### src/rtl/bram_ctrl_pkg.sv
// Shared types and constants for the binary frame BRAM controller.
package bram_ctrl_pkg;

    localparam int FRAME_PIXELS_DEFAULT = 307200;
    localparam int NUM_REQ              = 2;

    typedef logic [0:0] req_idx_t;

    function automatic logic [NUM_REQ-1:0] idx_to_onehot(input req_idx_t idx);
        logic [NUM_REQ-1:0] oh;
        oh      = '0;
        oh[idx] = 1'b1;
        return oh;
    endfunction

endpackage

### src/rtl/rr_arbiter2.sv
// Two-way round-robin arbiter with a per-requester block mask.
// Blocked requesters are invisible to arbitration and leave the pointer untouched.
module rr_arbiter2
    import bram_ctrl_pkg::*;
(
    input  logic               clk,
    input  logic               rst_n,
    input  logic [NUM_REQ-1:0] req_i,
    input  logic [NUM_REQ-1:0] block_i,
    output logic [NUM_REQ-1:0] grant_o,
    output req_idx_t           grant_idx_o
);

    logic [NUM_REQ-1:0] elig_s;
    req_idx_t           last_q;
    req_idx_t           last_d;

    // Pick the eligible requester, preferring the one not served last on a tie.
    always_comb begin
        elig_s      = req_i & ~block_i;
        grant_o     = '0;
        grant_idx_o = 1'b0;
        last_d      = last_q;
        case (elig_s)
            2'b11: begin
                grant_idx_o = ~last_q;
                grant_o     = idx_to_onehot(~last_q);
                last_d      = ~last_q;
            end
            2'b01: begin
                grant_idx_o = 1'b0;
                grant_o     = 2'b01;
                last_d      = 1'b0;
            end
            2'b10: begin
                grant_idx_o = 1'b1;
                grant_o     = 2'b10;
                last_d      = 1'b1;
            end
            default: begin
                grant_idx_o = 1'b0;
                grant_o     = 2'b00;
                last_d      = last_q;
            end
        endcase
    end

    // Pointer resets to 1 so requester 0 wins the first tie.
    always_ff @(posedge clk or negedge rst_n) begin
        if (!rst_n) begin
            last_q <= 1'b1;
        end else begin
            last_q <= last_d;
        end
    end

endmodule

### src/rtl/bram_read_arbiter.sv
// Frame BRAM controller: sequential pixel write addressing plus a shared,
// hazard-aware round-robin read port for the matcher and display requesters.
module bram_read_arbiter
    import bram_ctrl_pkg::*;
#(
    parameter int ADDR_WIDTH   = 19,
    parameter int DATA_WIDTH   = 1,
    parameter int FRAME_PIXELS = FRAME_PIXELS_DEFAULT
) (
    input  logic                          clk,
    input  logic                          rst_n,
    input  logic                          pix_valid,
    input  logic                          pix_sof,
    input  logic [DATA_WIDTH-1:0]         pix_data,
    output logic                          frame_done,
    output logic                          frame_ready,
    input  logic [NUM_REQ-1:0]            req_valid,
    input  logic [NUM_REQ*ADDR_WIDTH-1:0] req_addr,
    output logic [NUM_REQ-1:0]            req_grant,
    output logic [NUM_REQ-1:0]            rsp_valid,
    output logic [DATA_WIDTH-1:0]         rsp_data,
    output logic                          bram_we,
    output logic [ADDR_WIDTH-1:0]         bram_waddr,
    output logic [DATA_WIDTH-1:0]         bram_wdata,
    output logic [ADDR_WIDTH-1:0]         bram_raddr,
    input  logic [DATA_WIDTH-1:0]         bram_rdata
);

    localparam logic [ADDR_WIDTH-1:0] LAST_ADDR = ADDR_WIDTH'(FRAME_PIXELS - 1);

    logic [ADDR_WIDTH-1:0] wptr_q;
    logic [ADDR_WIDTH-1:0] wptr_d;
    logic [ADDR_WIDTH-1:0] waddr_s;
    logic                  last_pix_s;
    logic                  frame_done_q;
    logic                  frame_done_d;
    logic                  frame_ready_q;
    logic                  frame_ready_d;
    logic [ADDR_WIDTH-1:0] raddr_q;
    logic [ADDR_WIDTH-1:0] raddr_d;
    logic [NUM_REQ-1:0]    rsp_valid_q;
    logic [NUM_REQ-1:0]    hazard_s;
    logic [NUM_REQ-1:0]    grant_s;
    req_idx_t              grant_idx_s;
    logic [ADDR_WIDTH-1:0] req_addr_s [NUM_REQ];

    // Write address generation and frame completion tracking; sof overrides the last pixel.
    always_comb begin
        waddr_s    = pix_sof ? '0 : wptr_q;
        last_pix_s = pix_valid && !pix_sof && (wptr_q == LAST_ADDR);
        if (pix_valid) begin
            if (waddr_s == LAST_ADDR) begin
                wptr_d = '0;
            end else begin
                wptr_d = waddr_s + 1'b1;
            end
        end else begin
            wptr_d = wptr_q;
        end
        frame_done_d = last_pix_s;
        if (pix_valid && pix_sof) begin
            frame_ready_d = 1'b0;
        end else if (last_pix_s) begin
            frame_ready_d = 1'b1;
        end else begin
            frame_ready_d = frame_ready_q;
        end
    end

    // A read of the address being written this cycle would return stale data, so hold it off.
    always_comb begin
        for (int i = 0; i < NUM_REQ; i++) begin
            req_addr_s[i] = req_addr[i*ADDR_WIDTH +: ADDR_WIDTH];
            hazard_s[i]   = pix_valid && (req_addr_s[i] == waddr_s);
        end
    end

    rr_arbiter2 u_arb (
        .clk         (clk),
        .rst_n       (rst_n),
        .req_i       (req_valid),
        .block_i     (hazard_s),
        .grant_o     (grant_s),
        .grant_idx_o (grant_idx_s)
    );

    // Read address follows the winner and parks on the last granted address otherwise.
    always_comb begin
        if (|grant_s) begin
            raddr_d = req_addr_s[grant_idx_s];
        end else begin
            raddr_d = raddr_q;
        end
    end

    // State registers: write pointer, frame flags, parked read address, response strobe.
    always_ff @(posedge clk or negedge rst_n) begin
        if (!rst_n) begin
            wptr_q        <= '0;
            frame_done_q  <= 1'b0;
            frame_ready_q <= 1'b0;
            raddr_q       <= '0;
            rsp_valid_q   <= '0;
        end else begin
            wptr_q        <= wptr_d;
            frame_done_q  <= frame_done_d;
            frame_ready_q <= frame_ready_d;
            raddr_q       <= raddr_d;
            rsp_valid_q   <= grant_s;
        end
    end

    assign bram_we     = pix_valid;
    assign bram_wdata  = pix_data;
    assign bram_waddr  = waddr_s;
    assign bram_raddr  = raddr_d;
    assign req_grant   = grant_s;
    assign rsp_valid   = rsp_valid_q;
    assign rsp_data    = bram_rdata;
    assign frame_done  = frame_done_q;
    assign frame_ready = frame_ready_q;

endmodule
### config.mk
export PLATFORM = sky130hd
export DESIGN_NAME = bram_read_arbiter
export DESIGN_NICKNAME = d
export VERILOG_FILES = /design/src/rtl/bram_ctrl_pkg.sv /design/src/rtl/rr_arbiter2.sv /design/src/rtl/bram_read_arbiter.sv
export SDC_FILE = /design/constraint.sdc
export NUM_CORES = 1
export LEC_CHECK = 0
export ABC_AREA = 0
export BUFFER_PORTS_ARGS = -buffer_cell sky130_fd_sc_hd__buf_2
export CAP_MARGIN = 20
export CORE_MARGIN = 10
export CORE_UTILIZATION = 45
export CTS_CLUSTER_DIAMETER = 150
export DETAILED_ROUTE_END_ITERATION = 10
export PLACE_DENSITY_LB_ADDON = 0.1
export SYNTH_ARGS = -nofsm -noshare
export SYNTH_HDL_FRONTEND = slang
export SYNTH_SLANG_ARGS = --single-unit
### constraint.sdc
create_clock -name clk -period 5.8 [get_ports clk]
set_clock_uncertainty 0.2 [all_clocks]
set_input_delay 1.16 -clock clk [delete_from_list [all_inputs] [get_ports clk]]
set_output_delay 1.16 -clock clk [all_outputs]
set_load 0.01 [all_outputs]
==> summary.txt <==
STA
  • Rel. slew slack: 46.3%
  • Final min period: 5.69 ns
  • Least-Margin Pin Slew: 0.806 ns
  • Final Cycle Share: 98.1%
  • RSZ-0062 raised after global routing: false
  • Setup violators final: 0
  • Pins Over Slew Limit: 0
  • Setup tns final: 0 ns
  • Fin. Hold Viols: 0
  • Setup ws final: 0.110 ns
  • Highest Clock Rate: 0.176 GHz

Yosys
  • Post-synthesis mux area share: 13.3%
  • Largest cells by area after synthesis: dfrtp_1 34%, mux2_2 7.9%, mux2_4 4.8%
  • Post-synth top cells: 42 x dfrtp_1, 31 x nor2_1, 29 x inv_1, 26 x o21ai_0, 23 x nand2_1
  • Largest family of logic cells by synthesized area: compound AO/OA/AOI/OAI gates
  • Post-synthesis cell type count: 58
  • Sequential fraction of the synthesis area: between 30% and 40%
  • Avg Inst Size Synth: 8.93 µm²
  • Syn nets: roughly 400
  • Yosys Warn Count: 0
  • Post-synthesis async set-or-reset flop share: 100%
  • Leading area contributor after synthesis: dfrtp_1
  • Count of flip-flops with a built-in enable after synthesis: 0
  • Synthesized-area fraction occupied by adder cells: 1.60%
  • Synthesized flop and latch total: 43
  • Simple-gate area share of the yosys netlist: 18.8%
  • Most used DFF post-synth: dfrtp_1
  • Most common cell in the synthesized netlist: dfrtp_1
  • Synth top area share: 33.5%
  • Synth Area in Compound Gates: a little over a fifth
  • Synth Area in XOR/XNOR: 2.24%
  • Post-Syn Instances: 351
  • Synthesized cell area: 0.00313 mm²

Die
  • Die ar.: ~0.011 mm²
  • Initial Utilization: 46.1%
  • FP Rows: 30
  • Die Height: 103 µm
  • Num ports: 93
  • Die extent in x: 103 µm
  • Core Area: 0.00679 mm²

Clocking
  • TritonCTS Sinks: between 40 and 50
  • CTS clk-pin slew, worst paths: 0.08 ns
  • Clk_lat worst skew: about 0.30 ns
  • CTS Buf Count: 5
  • CTS resizes: 0
  • H-tree Lvls: 2
  • CTS tree: yes
  • Hold_buf cts: 0
  • CTS root buf: clkbuf_8
  • Buffer count from post-CTS setup fixing: 0
  • Clk buf depth: 2

Routing
  • Iter 0 DRT Violations: 244
  • Detailed-route wire length: 10600 µm
  • WL/cell: slightly above 20 µm
  • Via-per-instance ratio: 5.92
  • First-pass DRT Iterations: 5
  • Residual DRC count: 0
  • Routed Antenna Nets: 0
  • Routed vias: 3128

Hold path
  • Hold WC Path Type: reg2reg

Place
  • Routability-driven placement congestion ratio: 0.971
  • Post-DP Area: around 0.0036 mm²
  • IO Port Bufs: 88
  • Dpl hpwl: 8230 µm
  • Dpl ws: 0.204 ns

Setup path
  • Worst Setup End Kind: primary output
  • WP data arrival: 4.33 ns
  • WP data required: roughly 4.4 ns
  • Crit path max fanout: 19
  • Critical path class: in2out
  • Worst setup SP type: input port

Power
  • Pwr dens: 219 mW/mm²
  • Total power: 0.824 mW
  • Leakage: 1.75 nW
  • VDD IR max: around 110 µV

Global route
  • Residual overflow from global routing: 0
  • Largest net degree at the start of global routing: 44
  • First-pass GRT wire length: around 16000 µm
  • All-Layer GR Usage: 19.7%
  • Vias in the first global route: 3001
  • Initial antenna violation count: 0

Finish
  • Fin nets: 481
  • Ratio of cells with drive above 1 in the final layout: 33.3%
  • Design Area, Final: around 0.0038 mm²
  • Fin util: 55.4%
  • Area Growth Syn to Fin: 20.0%
  • N_diodes: 0

Outcome
  • Status: complete, no violations

Flow run
  • MaxCap Viol Count: 0
-- power breakdown --
part           leakage, nW  internal (mW)  switching [mW]
sequential           0.548          0.337          0.0154
clock               0.0515          0.109           0.110
combinational         1.15          0.117           0.136
total                 1.75          0.563           0.262
-- layout by cell type, fill, tap and decap left out, drive strengths merged, types with 3 or more instances in the layout --
| cell | n |
|---|---|
| o22ai | 10 |
| o31ai | 7 |
| inv | 31 |
| o21ai | 26 |
| and3 | 8 |
| clkbuf | 8 |
| a22o | 3 |
| nor4 | 5 |
| buf | 98 |
| nand2 | 23 |
| dfrtp | 42 |
| nand2b | 10 |
| a31oi | 5 |
| nor3 | 4 |
| xor2 | 3 |
| nor2b | 8 |
| o2bb2ai | 6 |
| nor2 | 31 |
| nand4 | 3 |
| a221oi | 3 |
| xnor2 | 5 |
| o2111ai | 4 |
| nor4bb | 4 |
| o41ai | 3 |
| or4 | 4 |
| mux2 | 32 |
| a21oi | 6 |
| o221ai | 4 |
| ha | 4 |
| nand3 | 7 |
| o32ai | 5 |
-- final timing paths --
kind,start,to,cells after the start,slack [ns]
worst min register to register,frame_ready$_DFFE_PN0P_,frame_ready$_DFFE_PN0P_,1,0.29
min in group asynchronous,rst_n,wptr_q[8]$_DFFE_PN0P_,1,0.47
worst min-delay path,frame_ready$_DFFE_PN0P_,frame_ready$_DFFE_PN0P_,1,0.29
worst max-delay path,req_addr[4],bram_raddr[5],11,0.11
worst max register to register,wptr_q[15]$_DFFE_PN0P_,raddr_q[5]$_DFF_PN0_,10,1.93
max in group asynchronous,rst_n,u_arb.last_q$_DFFE_PN1P_,2,4.43
-- cell families (layout without fill, tap and decap cells) --
| logic type | count (synthesis) | after routing |
|---|---|---|
| DFF | 43 | 43 |
| xor gates and xnor gates | 8 | 8 |
| AOI/OAI and AO/OA | 93 | 93 |
| buffers and inverters | 56 | 137 |
| muxes | 34 | 34 |
| and+or+nand+nor | 113 | 113 |
| adders and majority gates | 4 | 4 |
-- stage by stage --
| stage | std cells | hold slack, ns |
|---|---|---|
| after floorplan | 351 | 0.293 |
| after global placement | 519 | 0.255 |
| after detailed placement | 519 | 0.265 |
| after CTS | 527 | 0.285 |
| after global routing | 528 | 0.306 |
| final | 528 | 0.286 |
-- sequential cells by signal, summed over array words and instances, names as in the netlist --
name,count
frame_done,1
frame_ready,1
raddr_q,19
rsp_valid,2
u_arb.last_q,1
wptr_q,19
-- per-layer routing --
metal | global-route usage, % | vias to the layer above | wire (µm) | part of all wire, %
met1 | 26.7 | 1523 | 4590 | 43
li1 | - | 1453 | - | -
met5 | 0 | - | 0 | 0
met4 | 4.39 | 0 | 142 | 1.3
met2 | 31.0 | 138 | 4990 | 47
met3 | 4.72 | 14 | 904 | 8.5
-- critical path, stage by stage --
cell and delay, ns:
buf_2 0.13, a22o_1 0.24, a2111oi_0 0.50, o2111ai_1 0.38, o31ai_4 0.27, buf_4 0.18, ha_1 0.19, a21oi_2 0.07
o221ai_4 0.65, mux2_2 0.43, buf_2 0.15
-- layout make-up --
type / count / area [µm²]
Clock buffer: 8 / 100
Fill cell: 650 / 3030
Inverter: 31 / 119
Multi-Input combinational cell: 252 / 1820
Sequential cell: 43 / 1080
Tap cell: 96 / 120
Timing Repair Buffer: 98 / 528
No activity file was read; power rests on OpenSTA's default activity.
